==> config.mk <==
export PLATFORM = sky130hd
export DESIGN_NAME = cdb_buffered
export DESIGN_NICKNAME = d
export VERILOG_FILES = /design/src/rtl/cdb_buffered_pkg.sv /design/src/rtl/cdb_src_fifo.sv /design/src/rtl/cdb_buffered.sv
export SDC_FILE = /design/constraint.sdc
export NUM_CORES = 1
export LEC_CHECK = 0
export ABC_AREA = 1
export CELL_PAD_IN_SITES_DETAIL_PLACEMENT = 0
export CELL_PAD_IN_SITES_GLOBAL_PLACEMENT = 2
export CORE_AREA = 2 2 303 305
export CTS_CLUSTER_DIAMETER = 30
export DETAILED_ROUTE_END_ITERATION = 8
export DIE_AREA = 0 0 305 307
export PLACE_DENSITY_LB_ADDON = 0.12
export SETUP_SLACK_MARGIN = 0.5
export SYNTH_ARGS = -nofsm -noshare
export SYNTH_HDL_FRONTEND = slang
export SYNTH_HIERARCHICAL = 1
export SYNTH_SLANG_ARGS = --single-unit
==> constraint.sdc <==
create_clock -name clock -period 13.89 [get_ports clock]
set_input_delay 2.778 -clock clock [delete_from_list [all_inputs] [get_ports clock]]
set_output_delay 2.778 -clock clock [all_outputs]
set_load 0.05 [all_outputs]
==> src/rtl/cdb_buffered_pkg.sv <==
// Shared CDB types and default sizing for the buffered common data bus.
package cdb_buffered_pkg;

  localparam int NUM_FU_TOTAL     = 6;
  localparam int N                = 2;
  localparam int CDB_QDEPTH       = 2;
  localparam int CDB_STARVE_LIMIT = 4;
  localparam int TAG_W            = 6;
  localparam int DATA_W           = 32;

  typedef struct packed {
    logic              valid;
    logic [TAG_W-1:0]  tag;
    logic [DATA_W-1:0] data;
  } CDB_ENTRY;

  typedef struct packed {
    logic             valid;
    logic [TAG_W-1:0] tag;
  } CDB_EARLY_TAG_ENTRY;

  // Early tag view of a full CDB entry.
  function automatic CDB_EARLY_TAG_ENTRY early_of(input CDB_ENTRY e);
    CDB_EARLY_TAG_ENTRY t;
    t.valid = e.valid;
    t.tag   = e.tag;
    return t;
  endfunction

endpackage

==> src/rtl/cdb_src_fifo.sv <==
// Per-source result FIFO: circular buffer with head/tail pointers modulo QDEPTH.
module cdb_src_fifo
  import cdb_buffered_pkg::*;
#(
  parameter int QDEPTH = CDB_QDEPTH
) (
  input  logic     clock,
  input  logic     reset,
  input  logic     clear,
  input  logic     push,
  input  logic     pop,
  input  CDB_ENTRY din,
  output CDB_ENTRY head,
  output logic     empty,
  output logic     full
);

  localparam int PW = (QDEPTH > 1) ? $clog2(QDEPTH) : 1;
  localparam int CW = $clog2(QDEPTH + 1);
  localparam logic [PW-1:0] LAST_PTR = PW'(QDEPTH - 1);
  localparam logic [CW-1:0] FULL_CNT = CW'(QDEPTH);

  CDB_ENTRY      mem [QDEPTH];
  logic [PW-1:0] head_ptr;
  logic [PW-1:0] tail_ptr;
  logic [CW-1:0] count;
  logic          push_ok;
  logic          pop_ok;

  function automatic logic [PW-1:0] next_ptr(input logic [PW-1:0] p);
    return (p == LAST_PTR) ? '0 : p + 1'b1;
  endfunction

  // A push into a full FIFO is ignored; a pop of an empty FIFO is ignored.
  assign empty   = (count == '0);
  assign full    = (count == FULL_CNT);
  assign push_ok = push & ~full;
  assign pop_ok  = pop & ~empty;
  assign head    = mem[head_ptr];

  // Pointer and occupancy control; clear behaves exactly like reset.
  always_ff @(posedge clock) begin
    if (reset || clear) begin
      head_ptr <= '0;
      tail_ptr <= '0;
      count    <= '0;
    end else begin
      if (push_ok) tail_ptr <= next_ptr(tail_ptr);
      if (pop_ok)  head_ptr <= next_ptr(head_ptr);
      case ({push_ok, pop_ok})
        2'b10:   count <= count + 1'b1;
        2'b01:   count <= count - 1'b1;
        default: count <= count;
      endcase
    end
  end

  // Storage write; contents are don't-care until made visible by count.
  always_ff @(posedge clock) begin
    if (push_ok) mem[tail_ptr] <= din;
  end

endmodule

==> src/rtl/cdb_buffered.sv <==
// Buffered multi-lane CDB: per-source FIFOs, two-pass starvation-aware
// fixed-priority selection, early tags this cycle, registered CDB next cycle.
module cdb_buffered
  import cdb_buffered_pkg::*;
#(
  parameter int NUM_SRC      = NUM_FU_TOTAL,
  parameter int LANES        = N,
  parameter int QDEPTH       = CDB_QDEPTH,
  parameter int STARVE_LIMIT = CDB_STARVE_LIMIT
) (
  input  logic                                  clock,
  input  logic                                  reset,
  input  logic                                  flush,
  input  logic               [NUM_SRC-1:0]      src_valid,
  input  CDB_ENTRY           [NUM_SRC-1:0]      src_entry,
  output logic               [NUM_SRC-1:0]      src_ready,
  output CDB_EARLY_TAG_ENTRY [LANES-1:0]        early_tags,
  output CDB_ENTRY           [LANES-1:0]        cdb_output
);

  localparam int AW  = $clog2(STARVE_LIMIT + 1);
  localparam int LCW = $clog2(LANES + 1);
  localparam int LIW = (LANES > 1) ? $clog2(LANES) : 1;
  localparam logic [AW-1:0]  STARVE_AGE = AW'(STARVE_LIMIT);
  localparam logic [LCW-1:0] LANE_LIM   = LCW'(LANES);

  CDB_ENTRY [NUM_SRC-1:0] head;
  logic     [NUM_SRC-1:0] empty;
  logic     [NUM_SRC-1:0] full;
  logic     [NUM_SRC-1:0] eligible;
  logic     [NUM_SRC-1:0] starved;
  logic     [NUM_SRC-1:0] grant;
  logic     [AW-1:0]      age [NUM_SRC];
  logic     [LCW-1:0]     lane_cnt;
  CDB_ENTRY [LANES-1:0]   cdb_next_p0;
  CDB_ENTRY [LANES-1:0]   cdb_p1;

  for (genvar i = 0; i < NUM_SRC; i++) begin : g_src
    cdb_src_fifo #(
      .QDEPTH(QDEPTH)
    ) u_fifo (
      .clock (clock),
      .reset (reset),
      .clear (flush),
      .push  (src_valid[i]),
      .pop   (grant[i]),
      .din   (src_entry[i]),
      .head  (head[i]),
      .empty (empty[i]),
      .full  (full[i])
    );
    assign starved[i] = (age[i] == STARVE_AGE);
  end

  // Ready depends only on current occupancy, never on this cycle's grant.
  assign src_ready = ~full;
  assign eligible  = ~empty;

  // ---- stage p0: selection (starved first, then the rest, ascending index)
  always_comb begin
    grant       = '0;
    cdb_next_p0 = '0;
    lane_cnt    = '0;
    for (int i = 0; i < NUM_SRC; i++) begin
      if (eligible[i] && starved[i] && (lane_cnt < LANE_LIM)) begin
        grant[i] = 1'b1;
        cdb_next_p0[lane_cnt[LIW-1:0]] = head[i];
        lane_cnt = lane_cnt + 1'b1;
      end
    end
    for (int i = 0; i < NUM_SRC; i++) begin
      if (eligible[i] && !starved[i] && (lane_cnt < LANE_LIM)) begin
        grant[i] = 1'b1;
        cdb_next_p0[lane_cnt[LIW-1:0]] = head[i];
        lane_cnt = lane_cnt + 1'b1;
      end
    end
  end

  for (genvar k = 0; k < LANES; k++) begin : g_early
    assign early_tags[k] = early_of(cdb_next_p0[k]);
  end

  // Age tracking: count ungranted waiting cycles, saturating at the limit.
  always_ff @(posedge clock) begin
    if (reset || flush) begin
      for (int i = 0; i < NUM_SRC; i++) age[i] <= '0;
    end else begin
      for (int i = 0; i < NUM_SRC; i++) begin
        if (!eligible[i] || grant[i]) age[i] <= '0;
        else if (!starved[i])         age[i] <= age[i] + 1'b1;
      end
    end
  end

  // ---- stage p1: registered CDB broadcast
  always_ff @(posedge clock) begin
    if (reset || flush) cdb_p1 <= '0;
    else                cdb_p1 <= cdb_next_p0;
  end

  assign cdb_output = cdb_p1;

endmodule

==> summary.txt <==
IR Drop Worst-Case VDD - 0.109 mV
number of synthesized flops with an enable pin - 486
arrival time of the worst setup path - 9.35 ns
Port Buffers - 340
post-synth top area cell - edfxtp_1
Comb pwr share - 13.9%
Worst Path Buf+Inv - 10
# H-tree levels - 4
type of the worst setup path - flop to output pin
WP data required - 11.11 ns
Antenna Cells - 0
half-perimeter wire length after placement - 93,800 um
DR vias/cell - 5.25
core footprint - 90,700 um2
post-route setup slack - 1.77 ns
final setup TNS - 0 ns
top-count cell post-synth - nand2_1
post-synth cell types - 47
status - finished clean
initial antenna violation count - 12
Post-Syn Area - 31,500 um2
CTS hold repair buffers - 0
Switching Power - 1540 uW
WL final - 126,000 um
Post-Syn Instances - 3,391
largest net degree at the start of global routing - 105
Congestion Overflow GR - 0
asr flop ratio synth - 0%
Area Overhead vs Synth - 27.8%
CP peak stage delay - 0.78 ns
routability congestion estimate - 0.920
Synth area leaders - edfxtp_1 46%, nand2_1 11%, dfxtp_1 6.9%
Sw Share - 26.3%
WHS - 0.498 ns
most frequent CP cell - nand2_2
Iteration-0 DRC Markers - 3,091
Ys Warns - 6
share of cells above drive strength 1 - 15.4%
WL per Instance - 25.3 um
sequential element share of the synthesized area - 53.2%
Post-Place Worst Slack - 2.46 ns
CP startpoint kind - flop
CP Capture Type - output pin
Clock transition at path regs - 0.04 ns
vias - 26,239
Routed Antenna Nets - 0
Leakage - 0.0162 uW
syn avg cell area - 9.29 um2
Worst Hold Depth - 2
min Tclk post-route - 12.12 ns
critical path peak fanout - 104
die area - 93,600 um2
First-pass DRT Iterations - 8
CTS Buffer Depth - 3
Internal - 4310 uW
Hold WC Path Type - flop to flop
I/O pins - 341
CP delay by family, top - buffers and inverters
row count - 111
Final setup viols - 0
RSZ-0062 raised after global routing - false
critical path's slowest cell - buf_4
flop2flop setup slack - 5.17 ns
Sink Count - 594
Reg-to-Reg End - cdb_output[26]
post-CTS sizing - 0
global-route wire length before repair - 179,000 um
max-slew violations - 0
Root Driver - clkbuf_16
final hold violations - 0
CTS tree - yes
Synth Register Bits - 594
vias in the first global route - 25,005
Critical R2R Launch - age[0][0]
Setup Skew - 0.0245 ns
relative slew slack - 21.1%
area share of the largest cell type after synthesis - 46.3%
Power Dens Cells - 145 nW/um2
maxcap violations - 0
worst reg-to-reg path cell count - 31
hold_sp - g_src[3].u_fifo/head_ptr
Max Fclk - 0.0825 GHz
cell count along the critical path - 33
Die W - 305 um
commonest cells in the netlist - 885 x nand2_1, 486 x edfxtp_1, 322 x o21ai_0, 289 x inv_1, 270 x nor2_1
Initial Util - 34.7%
Tightest Pin Transition - 1.18 ns
Die H - 307 um
Clock power frac - 51.2%
sequential share of power - 35.0%
Clock Latency Late Sink - 0.71 ns
DRC - 0
CTS buffer count - 132
Synth Flop Type - edfxtp_1
GRT Overall Usage - 26.6%
fin crit share - 87.3%
setup bufs post-CTS - 0
nets@finish - 3,968
-- worst reg2reg max path: cells and delay by family (launching register included) --
family | cells | cell delay, ns
flops | 1 | 0.41
compound gates | 1 | 0.33
fa+ha+maj | 2 | 0.66
simple gates | 20 | 3.37
buf+inv | 8 | 3.87
-- per-layer routing --
metal	up-vias	share of wire (%)	global-route usage, %
met5	-	0.022	0
met4	4	1.6	6.36
met3	117	9.7	7.90
met2	1230	39	35.2
met1	12676	50	41.5
li1	12212	-	-
-- how the worst max path moves through the flow --
stage,from,endpoint,slack [ns]
global placement,age[0][0],early_tags[8],2.55
CTS,age[0][0],early_tags[10],1.63
finish,age[0][0],early_tags[10],1.77
detailed placement,age[0][0],early_tags[10],2.46
floorplan,age[0][0],early_tags[11],6.70
global route,age[0][0],early_tags[10],1.15
-- flip-flops by register name, summed over array words and instances (netlist names), named ones only --
register,flops
g_src.u_fifo/count,12
age,18
cdb_output,78
g_src.u_fifo/tail_ptr,6
g_src.u_fifo/head_ptr,6
g_src.u_fifo/mem,468
-- area by class of cell --
class / instances / area (um2)
Fill cell: 8634 / 50400
Sequential cell: 594 / 16800
Multi-Input combinational cell: 2288 / 12600
Timing Repair Buffer: 389 / 3910
Clock buffer: 163 / 3580
Tap cell: 1186 / 1480
Inverter: 301 / 1130
Clock inverter: 77 / 785
-- cells by family (layout without fill, tap and decap cells) --
kind of cell / after synthesis / count (layout) / synth area share [%]
buf+inv: 514 / 930 / 7.14
xor+xnor: 12 / 12 / 0.334
mux: 243 / 243 / 9.37
fa+ha+maj: 19 / 19 / 0.755
compound gates: 563 / 563 / 10.1
flops: 594 / 594 / 53.2
other cells: 1 / 6 / 0.0119
simple gates: 1445 / 1445 / 19.0
-- per-stage QoR --
step           instances  utilization, %  area, um2  total power (uW)
3_3_place_gp        4758            39.6      35900              2870
6_report            4998            44.4      40300              5850
2_1_floorplan       3396               -      31500              2520
5_1_grt             4998            44.4      40300              6060
3_5_place_dp        4758            39.6      35900              2880
4_1_cts             4998            44.4      40300              5900
-- cell usage in the layout, fill, tap and decap left out, types with 9 or more instances in the layout --
master,n
clkbuf_16,136
mux2_4,60
inv_6,9
clkdlybuf4s50_1,326
edfxtp_1,486
nand2_1,885
dfxtp_1,102
nand2_2,20
nand3_2,10
ha_1,19
nor2_1,261
clkinvlp_4,9
buf_12,14
inv_1,288
clkinv_2,23
nand4_1,10
o221ai_1,27
o211ai_1,72
mux2_2,175
clkinv_1,19
o21ai_0,322
nor2_4,11
nand3_1,211
a21oi_1,84
o22ai_1,42
or2_2,11
buf_4,49
clkbuf_1,19
bufinv_16,11
-- power by group through the flow --
| stage | combinational (uW) | sequential [uW] | clock (uW) |
|---|---|---|---|
| 6_report | 810 | 2050 | 2990 |
| 5_1_grt | 864 | 2050 | 3150 |
| 4_1_cts | 801 | 2050 | 3050 |
| 3_5_place_dp | 797 | 2080 | 0 |
| 3_3_place_gp | 795 | 2080 | 0 |
| 2_1_floorplan | 394 | 2120 | 0 |
No activity file was read; power rests on OpenSTA's default activity.
